===== src/rtl/oserdes_pkg.sv =====
// Shared types and elaboration helpers for the soft output serializer.
package oserdes_pkg;

    typedef enum logic [1:0] {
        IDLE = 2'd0,
        ARM  = 2'd1,
        RUN  = 2'd2
    } state_e;

    // Beat counter is sized for the widest legal word (10 bits SDR).
    localparam int CNT_W = $clog2(10);

    function automatic int bpc(input string data_rate);
        return (data_rate == "DDR") ? 2 : 1;
    endfunction

    function automatic int nbeats(input int width, input string data_rate);
        return width / bpc(data_rate);
    endfunction

endpackage


===== src/rtl/oserdes_tx_lane.sv =====
// One serializer channel: holding buffer, shift register and registered Q/Q_OE.
module oserdes_tx_lane
    import oserdes_pkg::*;
#(
    parameter int WIDTH    = 4,
    parameter int BPC      = 2,
    parameter bit IDLE_BIT = 1'b0
) (
    input  logic             clk_i,
    input  logic             rst_i,
    input  logic             en_i,
    input  logic [WIDTH-1:0] d_i,
    input  logic             cap_i,
    input  logic             load_i,
    input  logic             run_i,
    input  logic             oe_i,
    output logic [BPC-1:0]   q_o,
    output logic             q_oe_o
);

    logic [WIDTH-1:0] hold_q;
    logic [WIDTH-1:0] sr_q;
    logic [BPC-1:0]   q_q;
    logic             q_oe_q;

    // Data path carries no reset; the controller decides when it is meaningful.
    always_ff @(posedge clk_i) begin
        if (en_i && cap_i) begin
            hold_q <= d_i;
        end
        if (en_i && load_i) begin
            sr_q <= hold_q >> BPC;
        end else if (en_i && run_i) begin
            sr_q <= sr_q >> BPC;
        end
    end

    // Beat 0 goes straight from hold to Q on the load edge, so no gap cycle.
    always_ff @(posedge clk_i) begin
        if (rst_i) begin
            q_q    <= {BPC{IDLE_BIT}};
            q_oe_q <= 1'b0;
        end else if (en_i) begin
            q_oe_q <= run_i & oe_i;
            if (load_i) begin
                q_q <= hold_q[BPC-1:0];
            end else if (run_i) begin
                q_q <= sr_q[BPC-1:0];
            end else begin
                q_q <= {BPC{IDLE_BIT}};
            end
        end
    end

    assign q_o    = q_q;
    assign q_oe_o = q_oe_q;

endmodule


===== src/rtl/oserdes_tx_gearbox.sv =====
// Multi-channel fabric serializer with holding buffer, underrun flag,
// word realignment and master/slave start bonding.
module oserdes_tx_gearbox
    import oserdes_pkg::*;
#(
    parameter int    WIDTH          = 4,
    parameter int    NUM_CH         = 1,
    parameter string DATA_RATE      = "DDR",
    parameter bit    CHANNEL_MASTER = 1'b1,
    parameter bit    IDLE_BIT       = 1'b0,
    localparam int   BPC            = bpc(DATA_RATE)
) (
    input  logic                    CLK,
    input  logic                    RST,
    input  logic                    EN,
    input  logic [NUM_CH*WIDTH-1:0] D,
    input  logic                    D_VALID,
    output logic                    D_READY,
    input  logic                    LOAD_WORD,
    input  logic                    OE,
    input  logic                    BOND_SYNC_IN,
    output logic                    BOND_SYNC_OUT,
    output logic [NUM_CH*BPC-1:0]   Q,
    output logic [NUM_CH-1:0]       Q_OE,
    output logic                    WORD_START,
    output logic                    UNDERRUN
);

    localparam int NBEATS = nbeats(WIDTH, DATA_RATE);

    if (WIDTH < 3 || WIDTH > 10 || NUM_CH < 1 || NUM_CH > 8 ||
        !(DATA_RATE == "SDR" || DATA_RATE == "DDR") ||
        (DATA_RATE == "DDR" && (WIDTH % 2) != 0)) begin : g_bad_param
        $error("oserdes_tx_gearbox: illegal WIDTH/NUM_CH/DATA_RATE combination");
    end

    state_e           state_q, state_d;
    logic [CNT_W-1:0] cnt_q, cnt_d;
    logic             hold_vld_q, hold_vld_d;
    logic             rdy_q;
    logic             ur_q, ur_d;
    logic             ws_q;
    logic             load;
    logic             cap;
    logic             last;
    logic             run_nxt;

    assign cap     = D_VALID & rdy_q;
    assign last    = (cnt_q == CNT_W'(NBEATS - 1));
    assign run_nxt = (state_d == RUN);

    always_comb begin
        state_d    = state_q;
        cnt_d      = cnt_q;
        ur_d       = ur_q;
        load       = 1'b0;
        hold_vld_d = hold_vld_q;
        unique case (state_q)
            IDLE: begin
                if (hold_vld_q) begin
                    state_d = ARM;
                end
            end
            ARM: begin
                if (CHANNEL_MASTER || BOND_SYNC_IN) begin
                    load    = 1'b1;
                    state_d = RUN;
                    cnt_d   = '0;
                end
            end
            RUN: begin
                // A realign request behaves like an early word boundary.
                if (LOAD_WORD || last) begin
                    cnt_d = '0;
                    if (hold_vld_q) begin
                        load = 1'b1;
                    end else begin
                        state_d = IDLE;
                        if (last) begin
                            ur_d = 1'b1;
                        end
                    end
                end else begin
                    cnt_d = cnt_q + CNT_W'(1);
                end
            end
            default: state_d = IDLE;
        endcase
        if (load) begin
            hold_vld_d = 1'b0;
        end else if (cap) begin
            hold_vld_d = 1'b1;
        end
    end

    always_ff @(posedge CLK) begin
        if (RST) begin
            state_q    <= IDLE;
            cnt_q      <= '0;
            hold_vld_q <= 1'b0;
            rdy_q      <= 1'b1;
            ur_q       <= 1'b0;
            ws_q       <= 1'b0;
        end else if (EN) begin
            state_q    <= state_d;
            cnt_q      <= cnt_d;
            hold_vld_q <= hold_vld_d;
            rdy_q      <= !hold_vld_d;
            ur_q       <= ur_d;
            ws_q       <= load;
        end
    end

    for (genvar c = 0; c < NUM_CH; c++) begin : g_lane
        oserdes_tx_lane #(
            .WIDTH    (WIDTH),
            .BPC      (BPC),
            .IDLE_BIT (IDLE_BIT)
        ) u_lane (
            .clk_i  (CLK),
            .rst_i  (RST),
            .en_i   (EN),
            .d_i    (D[c*WIDTH +: WIDTH]),
            .cap_i  (cap),
            .load_i (load),
            .run_i  (run_nxt),
            .oe_i   (OE),
            .q_o    (Q[c*BPC +: BPC]),
            .q_oe_o (Q_OE[c])
        );
    end

    assign D_READY       = rdy_q;
    assign BOND_SYNC_OUT = CHANNEL_MASTER && (state_q == ARM);
    assign WORD_START    = ws_q;
    assign UNDERRUN      = ur_q;

endmodule


===== config.mk =====
export PLATFORM = sky130hd
export DESIGN_NAME = oserdes_tx_gearbox
export DESIGN_NICKNAME = d
export VERILOG_FILES = /design/src/rtl/oserdes_pkg.sv /design/src/rtl/oserdes_tx_lane.sv /design/src/rtl/oserdes_tx_gearbox.sv
export SDC_FILE = /design/constraint.sdc
export NUM_CORES = 1
export LEC_CHECK = 0
export CAP_MARGIN = 0
export CORE_AREA = 2 2 47 49
export CTS_CLUSTER_DIAMETER = 100
export DETAILED_ROUTE_END_ITERATION = 10
export DIE_AREA = 0 0 49 51
export GPL_ROUTABILITY_DRIVEN = 0
export HOLD_SLACK_MARGIN = 0.03
export PLACE_DENSITY = 0.83
export SETUP_SLACK_MARGIN = 0.3
export SLEW_MARGIN = 20
export SYNTH_ARGS = -nofsm -noshare
export SYNTH_HDL_FRONTEND = slang
export SYNTH_SLANG_ARGS = --single-unit

===== constraint.sdc =====
create_clock -name CLK -period 1.9 [get_ports CLK]
set_input_delay 0.475 -clock CLK [delete_from_list [all_inputs] [get_ports CLK]]
set_output_delay 0.475 -clock CLK [all_outputs]
set_load 0.005 [all_outputs]

==> run_results.csv, run 1 <==
group,metric,value,unit
floorplan,die_width,49,um
cells_and_area,layout_common_cells,"15 x buf_4, 9 x clkdlybuf4s50_1, 8 x dfxtp_2, 8 x nor2_1",
power_and_ir_drop,clockPowerShare,24.6,%
timing,fin_skew,0.00277,ns
setup_path,crit_path_end_kind,"flop",
timing,fin_worst_hold_slack,0.474,ns
clocking,root_buffer,"clkbuf_4",
cells_and_area,seqCellArea,458,um2
clocking,cts_tree,"done",
timing,finalHoldViolations,0,
synth,ys_seq_area_share,45.8,%
timing,rsz0062_at_grt,"yes",
cells_and_area,stdcell_area,1510,um2
setup_path,critPathMaxStageDelay,0.34,ns
clocking,path_clk_slew,0.10,ns
power_and_ir_drop,total_power,0.836,mW
setup_path,cp.required,2.08,ns
synth,synth_top_area_share,27.1,%
placed_design,place_ws,-0.125,ns
timing,setup_violations,0,
timing,tns,0,ns
cells_and_area,fillers,158,
floorplan,num_rows,17,
grt,grt_usage,21.1,%
cells_and_area,drive_above_1_share,46.0,%
cells_and_area,multiInputGateArea,637,um2
grt,grt-ovfl-total,0,
cells_and_area,fin_util,73.3,%
setup_path,path_cells,"buf_6 > ha_4 > buf_4 > a211oi_4 > o221ai_4 > buf_4 > buf_6 > nand4_1 > a21oi_1",
timing,slew_headroom,74.6,%
clocking,ctsHoldBuffers,0,
setup_path,crit_slowest_cell,"dfxtp_2",
power_and_ir_drop,peakVddDrop,0.443,mV
min_path,min_path_type,"flop to flop",
floorplan,start_util,46.6,%
synth,yosysTopAreaCell,"dfxtp_1",
setup_path,crit_arrival,1.95,ns
timing,fin_crit,1.77,ns
synth,ys_async_sr_fraction,0,%
synth,ys_ff_latch,19,
grt,grt_first_pass_wirelength,4050,um
timing,max_freq,567,MHz
power_and_ir_drop,power_switching,0.222,mW
job,max-cap-violations,0,
setup_path,worst_setup_path_start_kind,"flop",
route,drc,0,
power_and_ir_drop,p_leak,0.588,nW
clocking,ctsHtreeMaxLevel,1,
floorplan,die_area,2500,um2
synth,syn_inst,102,
route,wl,2580,um
placed_design,dp.cells,149,
synth,synth_edf_count,6,
setup_path,critPathMaxFanout,5,
setup_path,worst-setup-path-type,"flop to flop",
clocking,clkSinkCount,19,
synth,synthDistinctLibCells,33,
timing,fin_crit_sh,92.9,%
placed_design,port_buffers,16,
route,vias,919,
timing,fin_ws,0.135,ns
clocking,cts_buffers,3,
floorplan,core_area,2060,um2
outcome,outcome,"completed",
synth,yosys_warnings,0,
synth,synth_fp_nets,119,
route,ant_nets,0,
floorplan,io_pins,18,
timing,worst_pin_slew,0.379,ns
grt,grt_max_degree,13,
cells_and_area,syn2layout_area_growth,57.4,%
power_and_ir_drop,power_frac_comb,22.5,%
setup_path,critPathBufInv,4,
floorplan,die_h,51,um
synth,ys_top_cells_by_area,"dfxtp_1 27%, edfxtp_1 19%, ha_1 7.8%",
setup_path,crit_family,"buffers and inverters",
cells_and_area,antenna_cells,0,
clocking,worstSkewPairLatency,0.30,ns
grt,antenna_found_initial,0,
timing,final_max_slew_viol_count,0,
cells_and_area,nNetsFinal,157,
grt,grt_pass1_vias,941,
route,wl_per_cell,15.5,um
synth,synth_area_per_cell,9.42,um2
synth,mappedNetlistArea,961,um2
placed_design,postPlaceCellArea,1200,um2
cells_and_area,final_common_cell,"buf_4",
clocking,clk_path_buf_depth,2,
placed_design,post-dp-hpwl,1560,um
route,drtIter0Drc,19,
power_and_ir_drop,power_density,552,nW/um2
synth,synth_ff_type,"dfxtp_1",
cells_and_area,final_cells,167,
power_and_ir_drop,p_sw_share,26.6,%
power_and_ir_drop,p_seq_share,52.9,%
route,drt-pass1-iter-count,4,
route,via_per_inst,5.50,
power_and_ir_drop,p_int,0.613,mW
==> worst min-delay path: cells and delay by family, from the launching register on <==
kind / cells / cell delay (ns)
DFF: 1 / 0.33
AOI/OAI and AO/OA: 1 / 0.06
and+or+nand+nor: 1 / 0.05
==> logic make-up (layout without fill, tap and decap cells) <==
| kind of cell | after synthesis | in the layout | share of synthesized area (%) |
|---|---|---|---|
| and+or+nand+nor | 36 | 36 | 20.1 |
| adders and majority gates | 6 | 6 | 7.81 |
| DFF | 19 | 19 | 45.8 |
| AOI/OAI and AO/OA | 31 | 31 | 22.3 |
| buffers and inverters | 10 | 47 | 4.04 |
==> cells in the mapped netlist, drive strengths merged, types with 2 or more instances <==
cell	instances
a21oi	13
a311oi	2
and2	3
and3	2
clkbuf	2
dfxtp	13
edfxtp	6
ha	6
inv	7
nand2	8
nand4	3
nor2	10
nor3	2
nor3b	2
o211ai	2
o21ai	6
or4	2
==> layer usage <==
| layer | part of all wire (%) | vias to the layer above | global-route usage (%) |
|---|---|---|---|
| li1 | - | 445 | - |
| met1 | 41 | 447 | 22.5 |
| met2 | 56 | 24 | 41.3 |
| met3 | 3.1 | 3 | 4.09 |
| met4 | 0.77 | 0 | 7.14 |
| met5 | 0 | - | 0 |
==> registers in the layout, summed over array words and instances, names as in the netlist <==
signal and count:
cnt_q 4, UNDERRUN 1, hold_vld_q 1, D_READY 1
g_lane.u_lane.sr_q 2, g_lane.u_lane.hold_q 4, state_q 2, WORD_START 1
g_lane.u_lane.q_o 2, g_lane.u_lane.q_oe_o 1
==> power by group through the flow <==
stage               Sequential, mW  Combinational [mW]  Clock [mW]
CTS                          0.440               0.151       0.205
global route                 0.444               0.200       0.228
detailed placement           0.452               0.119           0
floorplan                    0.447              0.0658           0
global placement             0.450               0.116           0
finish                       0.442               0.188       0.206
==> timing repair <==
item / 4_1_cts / 5_1_grt
pin swaps: 7 / 10
gates resized for setup: 36 / 25
setup endpoints to repair: 20 / 17
gates cloned: 0 / 0
buffers inserted: 7 / 7
==> final cells by class <==
cell class / count / share of cell area (%)
Clock buffer: 4 / 1.74
Inverter: 7 / 1.90
Multi-Input combinational cell: 73 / 42.1
Sequential cell: 19 / 30.3
Tap cell: 28 / 2.32
Timing Repair Buffer: 36 / 21.7
==> worst paths after layout <==
path / from / end / slack, ns / depth (start not counted)
worst min-delay path: g_lane[0].u_lane.q_oe_o$_SDFFE_PP0P_ / g_lane[0].u_lane.q_oe_o$_SDFFE_PP0P_ / 0.47 / 2
worst max-delay path: state_q[1]$_SDFFE_PP0P_ / g_lane[0].u_lane.q_oe_o$_SDFFE_PP0P_ / 0.13 / 9
worst min register to register: g_lane[0].u_lane.q_oe_o$_SDFFE_PP0P_ / g_lane[0].u_lane.q_oe_o$_SDFFE_PP0P_ / 0.47 / 2
worst max register to register: state_q[1]$_SDFFE_PP0P_ / g_lane[0].u_lane.q_oe_o$_SDFFE_PP0P_ / 0.13 / 9
Power figures use the tool's default switching activity.
==> inputs of run 2 (changes only) <==
--- a/config.mk
+++ b/config.mk
@@ -5,6 +5,7 @@
 export SDC_FILE = /design/constraint.sdc
 export NUM_CORES = 1
 export LEC_CHECK = 0
+export ABC_AREA = 1
 export CAP_MARGIN = 0
 export CORE_AREA = 2 2 47 49
 export CTS_CLUSTER_DIAMETER = 100
@@ -12,7 +13,7 @@
 export DIE_AREA = 0 0 49 51
 export GPL_ROUTABILITY_DRIVEN = 0
 export HOLD_SLACK_MARGIN = 0.03
-export PLACE_DENSITY = 0.83
+export PLACE_DENSITY = 0.82
 export SETUP_SLACK_MARGIN = 0.3
 export SLEW_MARGIN = 20
 export SYNTH_ARGS = -nofsm -noshare
==> run 2 against run 1 <==
  * Via count is 10% lower
  * Final area is 15% lower
  * Die area stayed put
  * Hold slack worse by 0.0084 ns
  * First-iteration DRC count is 37% lower
  * Wire length is 27% lower
  * Worst setup slack better by 0.18 ns
  * Area after synthesis is 2.1% lower
  * Critical path depth is 6 lower
  * Clock skew is 0.0063 ns higher
  * Clock power hardly changed
  * Combinational power is 14% lower
  * Largest cell class unchanged
==> run_results.csv, run 2 <==
group,metric,value,unit
placed_design,place_ws,0.0447,ns
placed_design,port_buffers,16,
floorplan,die_width,49,um
grt,grt_usage,16.6,%
synth,ys_async_sr_fraction,0,%
setup_path,crit_start,"state_q[1]$_SDFFE_PP0P_",
setup_path,crit_path_end_kind,"primary output",
power_and_ir_drop,power_density,630,nW/um2
grt,grt-ovfl-total,0,
route,ant_nets,0,
timing,worst_pin_slew,0.329,ns
synth,ys_seq_area_share,46.8,%
timing,slew_headroom,78.1,%
min_path,min_path_type,"flop to flop",
clocking,clkSinkCount,19,
setup_path,worst-setup-path-type,"flop to primary output",
floorplan,num_rows,17,
synth,synth.top_cells.by_count,"21 x nand2_1, 16 x inv_1, 13 x dfxtp_1",
route,wl_met2,962,um
cells_and_area,stdcell_area,1290,um2
setup_path,cp.required,1.42,ns
route,drt-pass1-iter-count,4,
cells_and_area,drive_above_1_share,28.6,%
cells_and_area,nNetsFinal,158,
timing,fin_crit_sh,83.4,%
clocking,worstSkewPairLatency,0.29,ns
timing,fin_skew,0.00907,ns
cells_and_area,largestRegisters,"cnt_q: 4 flops, g_lane.u_lane.hold_q: 4 flops",
cells_and_area,fillers,183,
route,vias,826,
floorplan,die_h,51,um
synth,yosys_warnings,0,
synth,yosysMostFrequentCell,"nand2_1",
route,wl,1880,um
cells_and_area,layout_common_cells,"17 x nand2_1, 14 x inv_1, 11 x nor2_1",
route,via_per_inst,4.92,
clocking,clk_path_buf_depth,2,
clocking,cts_tree,"done",
setup_path,worst_setup_path_start_kind,"flop",
setup_path,critPathMaxFanout,2,
grt,grt_pass1_vias,745,
clocking,cts_buffers,3,
synth,synth_fp_nets,127,
timing,finalHoldViolations,0,
clocking,root_buffer,"clkbuf_4",
synth,synthDistinctLibCells,22,
route,drtIter0Drc,12,
timing,fin_ws,0.316,ns
floorplan,core_area,2060,um2
timing,tns,0,ns
route,drc,0,
route,wl_per_cell,11.2,um
timing,fin_crit,1.58,ns
floorplan,start_util,45.6,%
synth,synth_area_per_cell,8.55,um2
floorplan,die_area,2500,um2
setup_path,crit_arrival,1.11,ns
grt,grt_first_pass_wirelength,3230,um
timing,setup_violations,0,
setup_path,r2r_start,"state_q[1]$_SDFFE_PP0P_",
job,max-cap-violations,0,
synth,syn_inst,110,
synth,synth_ff_type,"dfxtp_1",
route,met1_length,828,um
synth,synth_top_area_share,27.7,%
grt,antenna_found_initial,0,
placed_design,post-dp-hpwl,1470,um
synth,ys_top_cells_by_area,"dfxtp_1 28%, edfxtp_1 19%, nand2_1 8.4%",
clocking,ctsHoldBuffers,0,
cells_and_area,syn2layout_area_growth,36.7,%
clocking,ctsHtreeMaxLevel,1,
timing,max_freq,631,MHz
cells_and_area,final_common_cell,"nand2_1",
clocking,path_clk_slew,0.11,ns
route,route.met3.wl,77,um
timing,rsz0062_at_grt,"yes",
synth,ys_ff_latch,19,
synth,mappedNetlistArea,941,um2
timing,final_max_slew_viol_count,0,
synth,yosysTopAreaCell,"dfxtp_1",
power_and_ir_drop,peakVddDrop,0.411,mV
power_and_ir_drop,p_leak,0.603,nW
placed_design,postPlaceCellArea,1200,um2
min_path,worstHoldStart,"WORD_START$_SDFFE_PP0P_",
floorplan,io_pins,18,
synth,synth_edf_count,6,
outcome,outcome,"completed",
route,routed.top_layer,"met4",
cells_and_area,antenna_cells,0,
grt,grt_max_degree,11,
-- run 2: logic make-up after synthesis --
group	after synthesis	synth area share, %
xor+xnor	1	0.931
flops	19	46.8
fa+ha+maj	6	7.98
buf+inv	17	6.78
compound gates	18	12.9
simple gates	49	24.6
-- run 2: what timing repair did --
action                                  in CTS  in global routing
buffers inserted                             1                  1
pin swaps                                    0                  1
gates cloned                                 0                  0
endpoints found under the setup margin       7                 17
resized for setup                           13                 17
-- run 2: area by class of cell --
class,count,area [um2],share of cell area (%)
multi-input combinational,74,472,36.7
sequential,19,452,35.1
timing repair buffer,26,235,18.3
inverter,17,66.3,5.16
tap,28,35.0,2.72
clock buffer,4,26.3,2.04
-- run 2: worst max-delay path: stages (launching register included) --
cell and delay, ns:
dfxtp_2 0.34, inv_2 0.08, ha_2 0.19, clkdlybuf4s15_1 0.21
-- run 2: per-stage QoR --
step                      cells  utilization (%)  hold slack [ns]  total power [mW]
after floorplan             110                -            0.456             0.528
final                       168             62.3            0.465             0.810
after global routing        168             62.3            0.486             0.846
after CTS                   167             59.9            0.471             0.798
after global placement      162             58.0            0.448             0.592
after detailed placement    162             58.0            0.461             0.598
-- run 2: power by group --
part	switching [mW]	total, mW	leakage, nW	internal (mW)
registers	0.00964	0.446	0.168	0.436
logic	0.0817	0.161	0.420	0.0792
clock network	0.122	0.203	0.0150	0.0816
-- run 2: final timing paths --
check,depth (start not counted),end,slack [ns]
max,3,BOND_SYNC_OUT,0.32
min,2,WORD_START$_SDFFE_PP0P_,0.47
max reg2reg,7,g_lane[0].u_lane.sr_q[1]$_SDFFCE_PN0P_,0.40
min reg2reg,2,WORD_START$_SDFFE_PP0P_,0.47
-- run 2: routing by layer --
metal,vias to the layer above,GRT usage [%]
met5,-,0
met4,0,4.29
met3,2,4.09
met2,18,30.4
met1,380,19.3
li1,426,-
==> inputs of run 3 (changes only) <==
==> constraint.sdc (replaced) <==
create_clock -name CLK -period 1.49 [get_ports CLK]
set_input_delay 0.3725 -clock CLK [delete_from_list [all_inputs] [get_ports CLK]]
set_output_delay 0.3725 -clock CLK [all_outputs]
set_load 0.005 [all_outputs]
==> run 3 against run 2 <==
  * The run now ends with setup timing left
  * Flip-flop and latch count stayed put
  * Cell count increased by 10%
  * Critical path depth increased by 6
  * Die area unchanged
  * Wire length rose by 49%
  * Clock-buffer cell count fell by 1
  * Clock skew is 0.0058 ns lower
  * Power grew 43%
  * Register-to-register slack worse by 0.45 ns
==> run_results.csv, run 3 (same netlist as run 2, synthesis figures left out) <==
group,metric,value,unit
setup_path,path_cells,"inv_6 > ha_4 > inv_4 > or2_1 > nand3_1 > nand2_1 > nand2_2 > nand3_2 > nand2_2",
clocking,ctsHtreeMaxLevel,1,
power_and_ir_drop,power_density,738,nW/um2
timing,setup_violations,4,
cells_and_area,final_common_cell,"buf_4",
cells_and_area,fillers,125,
timing,rsz0062_at_grt,"yes",
cells_and_area,syn2layout_area_growth,66.4,%
setup_path,critPathBufInv,2,
route,drc,0,
cells_and_area,layout_common_cells,"21 x buf_4, 12 x nand2_1, 10 x inv_1",
cells_and_area,largestRegisters,"cnt_q: 4 flops, g_lane.u_lane.hold_q: 4 flops",
job,max-cap-violations,0,
setup_path,crit_start,"state_q[0]$_SDFFE_PP0P_",
setup_path,r2r_end,"g_lane[0].u_lane.sr_q[0]$_SDFFCE_PN0P_",
clocking,path_clk_slew,0.11,ns
placed_design,post-dp-hpwl,1530,um
clocking,clk_path_buf_depth,2,
setup_path,crit_path_frequent_cell,"nand2_2",
placed_design,port_buffers,16,
setup_path,r2r_start,"state_q[0]$_SDFFE_PP0P_",
route,via_per_inst,5.15,
route,drtIter0Drc,24,
cells_and_area,fin_util,75.9,%
floorplan,core_area,2060,um2
timing,slew_headroom,80.2,%
grt,antenna_found_initial,0,
clocking,ctsHoldBuffers,0,
outcome,outcome,"complete, but fails checks",
timing,fin_crit,1.54,ns
min_path,worstHoldEndpoint,"g_lane[0].u_lane.q_oe_o$_SDFFE_PP0P_",
setup_path,regToRegSetupSlack,-0.05,ns
clocking,cts_buffers,3,
grt,grt_usage,20.4,%
setup_path,r2r_cells,9,
cells_and_area,antenna_cells,0,
setup_path,critPathMaxFanout,4,
floorplan,start_util,45.6,%
setup_path,crit_slowest_cell,"dfxtp_4",
setup_path,crit_arrival,1.58,ns
grt,grt-ovfl-total,0,
floorplan,num_rows,17,
timing,max_freq,649,MHz
cells_and_area,nNetsFinal,175,
power_and_ir_drop,peakVddDrop,0.709,mV
floorplan,die_area,2500,um2
outcome,failed_checks,"setup timing",
clocking,worstSkewPairLatency,0.31,ns
cells_and_area,seqCellArea,458,um2
power_and_ir_drop,total_power,1.16,mW
route,ant_nets,0,
setup_path,cp.required,1.53,ns
timing,worst_pin_slew,0.297,ns
grt,grt_max_degree,12,
floorplan,die_width,49,um
timing,final_max_slew_viol_count,0,
placed_design,dp.cells,166,
clocking,clkSinkCount,19,
power_and_ir_drop,p_leak,0.766,nW
timing,fin_worst_hold_slack,0.473,ns
cells_and_area,multiInputGateArea,617,um2
floorplan,io_pins,18,
setup_path,worst_setup_path_start_kind,"flop",
min_path,min_path_type,"flop to flop",
timing,finalHoldViolations,0,
placed_design,place_ws,-0.204,ns
route,wl,2800,um
cells_and_area,final_cells,185,
timing,fin_crit_sh,103,%
timing,fin_skew,0.00329,ns
setup_path,worst-setup-path-type,"flop to flop",
grt,grt_pass1_vias,891,
clocking,root_buffer,"clkbuf_4",
min_path,whs_path_depth,2,
route,vias,953,
clocking,cts_tree,"done",
grt,grt_first_pass_wirelength,3890,um
setup_path,crit_path_end_kind,"flop",
min_path,worstHoldStart,"g_lane[0].u_lane.q_oe_o$_SDFFE_PP0P_",
floorplan,die_h,51,um
timing,fin_ws,-0.0497,ns
route,wl_per_cell,15.1,um
setup_path,crit_family,"simple AND/OR/NAND/NOR gates",
cells_and_area,drive_above_1_share,55.4,%
route,drt-pass1-iter-count,4,
setup_path,critPathMaxStageDelay,0.38,ns
run 3: cell types whose count changed in the layout (fill, tap and decap cells not counted), moves of 6 or more:
| cell | before | now |
|---|---|---|
| nand2_4 | 0 | 9 |
| buf_6 | 0 | 6 |
| a21oi_1 | 8 | 2 |
| buf_2 | 0 | 6 |
| buf_4 | 10 | 21 |
run 3: how the worst max path moves through the flow:
| stage | end | slack [ns] | depth (start not counted) |
|---|---|---|---|
| after global routing | g_lane[0].u_lane.sr_q[1]$_SDFFCE_PN0P_ | -0.11 | 9 |
| after CTS | g_lane[0].u_lane.sr_q[0]$_SDFFCE_PN0P_ | 0.02 | 9 |
| after detailed placement | g_lane[0].u_lane.sr_q[0]$_SDFFCE_PN0P_ | -0.20 | 5 |
| after global placement | g_lane[0].u_lane.sr_q[0]$_SDFFCE_PN0P_ | -0.18 | 7 |
| final | g_lane[0].u_lane.sr_q[0]$_SDFFCE_PN0P_ | -0.05 | 9 |
| after floorplan | g_lane[0].u_lane.sr_q[0]$_SDFFCE_PN0P_ | 0.10 | 9 |
run 3: area by class of cell:
type	count	share of cell area [%]
Clock buffer	3	1.44
Tap cell	28	2.24
Multi-Input combinational cell	74	39.4
Timing Repair Buffer	43	22.3
Inverter	17	5.04
Clock inverter	1	0.320
Sequential cell	19	29.3
run 3: worst min-delay path, cell delays in order (launching register included):
cell and delay (ns):
dfxtp_2 0.33, nand2_1 0.07, a21oi_2 0.05
run 3: power by group:
part	leakage [nW]	internal, mW	switching, mW	total, mW
sequential	0.169	0.555	0.0168	0.572
clock	0.0177	0.101	0.169	0.270
combinational	0.580	0.159	0.155	0.315
run 3: what timing repair did:
action                                  in CTS  in global routing
endpoints found under the hold margin        0                  0
resized for setup                           50                 34
endpoints found under the setup margin      28                 18
pin swaps                                   14                 24
buffers inserted                             7                  8
cloned                                       0                  0
run 3: layer usage:
| layer | part of all wire (%) | global-route usage (%) | routed length (um) |
|---|---|---|---|
| met1 | 39 | 24.1 | 1100 |
| met2 | 51 | 36.8 | 1430 |
| met3 | 3.6 | 2.34 | 100 |
| met4 | 5.8 | 10.5 | 163 |
| met5 | 0 | 0 | 0 |
run 3: metrics by stage:
stage                     setup TNS [ns]  instance area (um2)
after floorplan                        0                  982
after global placement             -1.79                 1270
after detailed placement           -2.26                 1270
after CTS                              0                 1400
after global routing              -0.503                 1570
final                             -0.141                 1570
